--- src/rtl/spi_transaction_queue.sv ---
// Command-buffering sequencer in front of spi_master: a small command FIFO feeds
// one SPI transfer at a time, read responses are held for a consumer, and frames are spaced by a gap.
module spi_transaction_queue #(
  parameter int SPI_DATA_WIDTH    = 32,
  parameter int FIFO_ADDR_WIDTH   = 2,
  parameter int GAP_COUNTER_WIDTH = 8
) (
  input  logic                         i_clock,
  input  logic                         i_reset,
  input  logic [GAP_COUNTER_WIDTH-1:0] i_gap_cycles,
  input  logic                         i_cmd_valid,
  output logic                         o_cmd_ready,
  input  logic [SPI_DATA_WIDTH-1:0]    i_cmd_data,
  input  logic                         i_cmd_read,
  output logic                         o_rsp_valid,
  input  logic                         i_rsp_ready,
  output logic [SPI_DATA_WIDTH-1:0]    o_rsp_data,
  output logic                         o_spi_enable,
  output logic [SPI_DATA_WIDTH-1:0]    o_spi_data,
  input  logic [SPI_DATA_WIDTH-1:0]    i_spi_data,
  input  logic                         i_spi_done,
  input  logic                         i_spi_busy,
  output logic [FIFO_ADDR_WIDTH:0]     o_cmd_count,
  output logic                         o_idle
);

  localparam int DEPTH = 1 << FIFO_ADDR_WIDTH;
  localparam logic [FIFO_ADDR_WIDTH:0]     CNT_FULL = (FIFO_ADDR_WIDTH+1)'(DEPTH);
  localparam logic [FIFO_ADDR_WIDTH:0]     CNT_ONE  = (FIFO_ADDR_WIDTH+1)'(1);
  localparam logic [FIFO_ADDR_WIDTH-1:0]   PTR_ONE  = FIFO_ADDR_WIDTH'(1);
  localparam logic [GAP_COUNTER_WIDTH-1:0] GAP_ONE  = GAP_COUNTER_WIDTH'(1);

  typedef enum logic [1:0] {ST_IDLE, ST_LAUNCH, ST_WAIT_DONE, ST_GAP} state_t;

  state_t                         r_state;
  logic [SPI_DATA_WIDTH:0]        r_mem [DEPTH];
  logic [FIFO_ADDR_WIDTH-1:0]     r_wr_ptr;
  logic [FIFO_ADDR_WIDTH-1:0]     r_rd_ptr;
  logic [FIFO_ADDR_WIDTH:0]       r_count;
  logic                           r_read_flag;
  logic                           r_spi_enable;
  logic [SPI_DATA_WIDTH-1:0]      r_spi_data;
  logic                           r_rsp_valid;
  logic [SPI_DATA_WIDTH-1:0]      r_rsp_data;
  logic [GAP_COUNTER_WIDTH-1:0]   r_gap_count;

  logic                           w_full;
  logic                           w_empty;
  logic                           w_push;
  logic                           w_pop;
  logic [SPI_DATA_WIDTH:0]        w_head;
  logic                           w_head_read;
  logic [SPI_DATA_WIDTH-1:0]      w_head_data;
  logic                           w_launch;

  assign w_full      = (r_count == CNT_FULL);
  assign w_empty     = (r_count == '0);
  assign o_cmd_ready = !w_full && !i_reset;
  assign w_push      = i_cmd_valid && o_cmd_ready;
  assign w_pop       = (r_state == ST_LAUNCH);
  assign w_head      = r_mem[r_rd_ptr];
  assign w_head_read = w_head[SPI_DATA_WIDTH];
  assign w_head_data = w_head[SPI_DATA_WIDTH-1:0];

  // A read may only start when the response register is free, so a load never meets a drain.
  assign w_launch = (r_state == ST_IDLE) && !w_empty && !i_spi_busy &&
                    (!w_head_read || !r_rsp_valid);

  always_ff @(posedge i_clock) begin
    if (w_push) begin
      r_mem[r_wr_ptr] <= {i_cmd_read, i_cmd_data};
    end
  end

  always_ff @(posedge i_clock) begin
    if (i_reset) begin
      r_wr_ptr <= '0;
      r_rd_ptr <= '0;
      r_count  <= '0;
    end else begin
      if (w_push) begin
        r_wr_ptr <= r_wr_ptr + PTR_ONE;
      end
      if (w_pop) begin
        r_rd_ptr <= r_rd_ptr + PTR_ONE;
      end
      case ({w_push, w_pop})
        2'b10:   r_count <= r_count + CNT_ONE;
        2'b01:   r_count <= r_count - CNT_ONE;
        default: r_count <= r_count;
      endcase
    end
  end

  always_ff @(posedge i_clock) begin
    if (i_reset) begin
      r_state      <= ST_IDLE;
      r_spi_enable <= 1'b0;
      r_spi_data   <= '0;
      r_read_flag  <= 1'b0;
      r_gap_count  <= '0;
      r_rsp_valid  <= 1'b0;
      r_rsp_data   <= '0;
    end else begin
      r_spi_enable <= 1'b0;
      if (r_rsp_valid && i_rsp_ready) begin
        r_rsp_valid <= 1'b0;
      end
      case (r_state)
        ST_IDLE: begin
          if (w_launch) begin
            r_state      <= ST_LAUNCH;
            r_spi_enable <= 1'b1;
            r_spi_data   <= w_head_data;
            r_read_flag  <= w_head_read;
          end
        end
        ST_LAUNCH: begin
          r_state <= ST_WAIT_DONE;
        end
        ST_WAIT_DONE: begin
          if (i_spi_done) begin
            if (r_read_flag) begin
              r_rsp_valid <= 1'b1;
              r_rsp_data  <= i_spi_data;
            end
            r_gap_count <= i_gap_cycles;
            r_state     <= (i_gap_cycles == '0) ? ST_IDLE : ST_GAP;
          end
        end
        ST_GAP: begin
          r_gap_count <= r_gap_count - GAP_ONE;
          if (r_gap_count == GAP_ONE) begin
            r_state <= ST_IDLE;
          end
        end
        default: r_state <= ST_IDLE;
      endcase
    end
  end

  assign o_spi_enable = r_spi_enable;
  assign o_spi_data   = r_spi_data;
  assign o_rsp_valid  = r_rsp_valid;
  assign o_rsp_data   = r_rsp_data;
  assign o_cmd_count  = r_count;
  assign o_idle       = (r_state == ST_IDLE) && w_empty;

endmodule

--- config.mk ---
export PLATFORM = sky130hd
export DESIGN_NAME = spi_transaction_queue
export DESIGN_NICKNAME = d
export VERILOG_FILES = /design/src/rtl/spi_transaction_queue.sv
export SDC_FILE = /design/constraint.sdc
export NUM_CORES = 1
export LEC_CHECK = 0
export CORE_MARGIN = 3
export CORE_UTILIZATION = 56
export DETAILED_ROUTE_END_ITERATION = 10
export GPL_TIMING_DRIVEN = 0
export PLACE_DENSITY_LB_ADDON = 0.25
export SLEW_MARGIN = 20
export SYNTH_ARGS = -nofsm -noshare
export SYNTH_HDL_FRONTEND = slang
export SYNTH_SLANG_ARGS = --single-unit
export TNS_END_PERCENT = 1
--- constraint.sdc ---
create_clock -name i_clock -period 7.15 [get_ports i_clock]
set_input_delay 1.43 -clock i_clock [delete_from_list [all_inputs] [get_ports i_clock]]
set_output_delay 1.43 -clock i_clock [all_outputs]
set_load 0.1 [all_outputs]
# ---- Word-level counts from Yosys, hierarchy flattened
# Memories as Yosys holds them, arrays and structs flattened. A register that Yosys moved wholly into a read port is not among the register bits.
# Index checks and enable logic that the tools add are counted.
dict set report classes {
  reduce_logical 24
  n_mux 17
  bitwise 1
  n_eq_ne 10
  add_sub_neg 5
}
# operator n
set op_table {}
lappend op_table {{case mux 8 bit (2 select lines)} 1}
lappend op_table {{2-to-1 mux 2 bit} 6}
lappend op_table {{equality test 8 x 1 -> 1 bit (second input constant)} 1}
lappend op_table {{zero test 8 bit} 1}
lappend op_table {{2-to-1 mux 8 bit} 1}
lappend op_table {{case mux 2 bit (4 select lines)} 1}
lappend op_table {{subtractor 8 x 1 -> 8 bit (second input constant)} 1}
lappend op_table {{logical AND 1 bit} 7}
lappend op_table {{2-to-1 mux 1 bit} 7}
lappend op_table {{equality test 2 bit (second input constant)} 3}
lappend op_table {{zero test 1 bit} 6}
lappend op_table {{!= test 2 bit (second input constant)} 3}
lappend op_table {{case mux 3 bit (2 select lines)} 1}
lappend op_table {{AND reduction 3 bit} 2}
lappend op_table {{adder 2 x 1 -> 2 bit (second input constant)} 2}
lappend op_table {{equality test 2 x 1 -> 1 bit (second input constant)} 2}
lappend op_table {{AND reduction 2 bit} 2}
lappend op_table {{nonzero test 2 bit} 2}
lappend op_table {{adder 3 x 1 -> 3 bit (second input constant)} 1}
lappend op_table {{equality test 3 bit (second input constant)} 1}
lappend op_table {{zero test 3 bit} 1}
lappend op_table {{subtractor 3 x 1 -> 3 bit (second input constant)} 1}
lappend op_table {{zero test 2 bit} 1}
lappend op_table {{OR reduction 2 bit} 1}
lappend op_table {{2 further kinds} 2}
dict set report totals {
  ram_bits 132
  elab_cells 68
  input_bits 79
  memories 1
  register_bits 84
}
# name words word_bits rd rd_clocked_by_memory_dff write_ports line_no
set mem_list {}
lappend mem_list {r_mem 4 33 1 1 1 36} ;# logic [SPI_DATA_WIDTH:0] r_mem [DEPTH];

# ---- Logic depth before layout (Yosys ltp)
dict set report depth {
  word_depth 7
  mapped_depth 9
}

# ---- Least setup slack after synthesis
# OpenSTA, ideal clock, no wires.
dict set report synth_timing {
  path_kind {reg2out}
  start {reg r_count[1] (netlist: o_cmd_count[1])}
  end {out o_idle}
  t_required_ns 5.720
  path_slack_ns 2.141
  t_arrival_ns 3.579
  stages_incl_launch_ff 3
  path_cell_list {dfxtp_1 -> nor3_1 -> nor3b_1}
}
dict set report synth_between {
  elab_chain_len 2
}
# element line_no
set synth_rtl {}
lappend synth_rtl {{from (decl)} 39} ;# logic [FIFO_ADDR_WIDTH:0] r_count;
lappend synth_rtl {{from (signal assigned)} 88} ;# 2'b10: r_count <= r_count + CNT_ONE;
lappend synth_rtl {{from (signal assigned)} 89} ;# 2'b01: r_count <= r_count - CNT_ONE;
lappend synth_rtl {{from (signal assigned)} 90} ;# default: r_count <= r_count;
lappend synth_rtl {{zero test 3 bit} 57} ;# assign w_empty = (r_count == '0);
lappend synth_rtl {{logical AND 1 bit} 147} ;# assign o_idle = (r_state == ST_IDLE) && w_empty;
lappend synth_rtl {{to (decl)} 24} ;# output logic o_idle
# No other way between the ends.

# ---- Worst setup path after layout
dict set report layout_timing {
  start {in i_reset}
  end {out o_cmd_ready}
}
dict set report layout_between {
  elab_chain_len 2
}
# element line_no
set layout_rtl {}
lappend layout_rtl {{from (decl)} 9} ;# input logic i_reset,
lappend layout_rtl {{zero test 1 bit} 58} ;# assign o_cmd_ready = !w_full && !i_reset;
lappend layout_rtl {{logical AND 1 bit} 58}
lappend layout_rtl {{to (decl)} 12} ;# output logic o_cmd_ready,
# No other way between the ends.

==> flow_summary.json <==
{
  "outcome": "completed",
  "ys_seq_area_frac": 0.701,
  "met1_usage": 0.293,
  "synth_edf_count": 132,
  "synth_commonest_cells": "nand2_1 (137), edfxtp_1 (132), dfxtp_1 (86)",
  "fin_crit_ns": 4.74,
  "yosys_warnings": 0,
  "antenna_found_initial": 0,
  "cts_hold_buffers": 0,
  "yosysTopAreaCell": "edfxtp_1",
  "critPathKind": "input pin to output port",
  "yosysUniqueCellTypes": 43,
  "endpoint_kind": "output port",
  "yosysMostFrequentCell": "nand2_1",
  "critPathMaxFanout": 10,
  "die_w_microns": 126,
  "dieArea_sq_um": 16000,
  "portBuffers": 148,
  "worst_pin_slew_ns": 1.03,
  "worstPathRequired_ns": 5.72,
  "fmax_ghz": 0.211,
  "drv_cap": 0,
  "power_density_nw_per_um2": 292,
  "die_h_microns": 126,
  "vias_per_cell": 5.58,
  "ir_drop_uv": 215,
  "pin_count": 150,
  "use_met2": 0.398,
  "use_met3": 0.0463,
  "ys_ff_latch": 218,
  "cts_root_buf": "clkbuf_16",
  "tns_ns": 0,
  "busiest_layer": "met2",
  "hold_violations": 0,
  "grt.total_usage": 0.228,
  "wire_per_inst_microns": 19.0,
  "clk_latency_ns": 0.49,
  "final.period_utilization": 0.663,
  "min_path_type": "flop to flop",
  "grt_max_degree": 24,
  "gp_congestion": 0.893,
  "rsz0062_at_grt": "no",
  "setup_viol": 0,
  "fin_cells": 961,
  "post_dp_cell_area_sq_um": 9900,
  "placed_cells": 921,
  "cts_buffers": 22,
  "dp_hpwl_microns": 12100,
  "synthCells": 589,
  "critPathLaunchType": "input pin",
  "synth-main-ff-cell": "edfxtp_1",
  "cts.sink_count": 218,
  "cp.arrival_ns": 3.31,
  "initial_core_util": 0.577,
  "clk_pin_slew_ns": 0.06,
  "drc": 0,
  "syn2layout_area_growth_pct": 30.5,
  "drive_gt1_frac": 0.101,
  "diodes": 0,
  "ant_nets": 0,
  "cts_tree": "yes",
  "max_slew_margin": 0.312,
  "vias": 5362,
  "syn-cell-area_sq_um": 8110,
  "synth_fp_nets": 676,
  "postCtsSetupRepairBufs": 0,
  "fp-row-count": 43,
  "synth_top_area_frac": 0.489,
  "clockBufferDepth": 3,
  "synth_area_leaders": "edfxtp_1 (49%), dfxtp_1 (21%), mux4_2 (9.2%)",
  "dr.pass1.iters": 5,
  "whs_ns": 0.456,
  "drtIter0Drc": 513,
  "drt-total-wl_microns": 18300,
  "drv_slew": 0,
  "cts_resized": 0,
  "total_power_w": 0.00309,
  "nNetsFinal": 852,
  "grt_pass1_wl_microns": 29000,
  "power_leakage_nw": 3.42,
  "fin_skew_ns": 0.00685,
  "grt_overflow": 0,
  "core-area_sq_um": 14000,
  "avgSynthCellArea_sq_um": 13.8,
  "async_reset_ff_frac": 0,
  "final_area_sq_um": 10600,
  "cts_max_level": 1,
  "grt_pass1_vias": 5625
}
per-stage QoR:
stage | util | setup slack (ns)
global route | 0.753 | 2.36
CTS | 0.753 | 2.44
finish | 0.753 | 2.41
floorplan | - | 2.14
global placement | 0.699 | 2.50
detailed placement | 0.705 | 2.49
layout by cell type (no fill, tap or decap), types with 2 or more instances in the layout:
master / n
a211oi_1: 5
a21oi_1: 73
a31oi_1: 4
and2_1: 2
and2_2: 4
buf_1: 2
buf_12: 4
buf_2: 6
buf_6: 4
clkbuf_1: 29
clkbuf_16: 23
clkdlybuf4s50_1: 148
clkinv_1: 6
dfxtp_1: 86
edfxtp_1: 132
ha_1: 7
inv_1: 11
mux4_2: 33
nand2_1: 137
nand3_1: 4
nand3b_1: 2
nor2_1: 15
nor3_1: 3
nor4_1: 3
o211ai_1: 2
o21ai_0: 3
or3_1: 4
xnor2_1: 2
xor2_1: 4
worst max-delay path, stage by stage:
cell and delay [ns]:
clkbuf_1 0.18, clkbuf_1 0.28, a21oi_1 0.21, clkdlybuf4s50_1 1.20
layout make-up:
| type | count | area (sq um) |
|---|---|---|
| plain buffers | 34 | 165 |
| clock buffers | 31 | 616 |
| clock inverters | 9 | 65.1 |
| fillers | 890 | 3460 |
| inverters | 11 | 41.3 |
| multi-input cells | 326 | 2220 |
| flip-flops and latches | 218 | 5690 |
| well taps | 180 | 225 |
| repair buffers | 152 | 1560 |
per-layer routing:
metal,up-vias,share of wire
li1,2498,-
met1,2602,0.40
met2,216,0.50
met3,46,0.072
met4,0,0.028
met5,-,0
where the power goes:
part           total [W]  switching, W  internal [W]
clock network    0.00108      0.000443      0.000634
logic           0.000592      0.000401      0.000191
registers        0.00142     0.0000304       0.00139
state kept, by name, summed over array words and instances, names as in the netlist, named ones only:
register	cells
o_spi_data	32
r_state	2
r_gap_count	8
r_read_flag	1
r_mem	132
o_rsp_data	32
o_rsp_valid	1
o_spi_enable	1
r_wr_ptr	2
r_rd_ptr	2
o_cmd_count	3
cells by family (layout without fill, tap and decap cells):
family,after synthesis,in the layout,synth area share
AOI/OAI and AO/OA,98,98,0.0690
xor gates and xnor gates,6,6,0.00648
adders and majority gates,8,8,0.0133
buffers and inverters,45,237,0.0255
DFF,218,218,0.701
muxes,33,33,0.0917
and+or+nand+nor,181,181,0.0926
worst paths after layout:
kind | to | start | slack [ns] | depth (start not counted)
hold / removal | o_spi_data[22] | o_spi_data[22] | 0.46 | 2
hold reg to reg | o_spi_data[22] | o_spi_data[22] | 0.46 | 2
setup reg to reg | o_cmd_count[2] | o_cmd_count[0] | 4.58 | 9
setup / recovery | o_cmd_ready | i_reset | 2.41 | 4
Power figures use the tool's default switching activity.
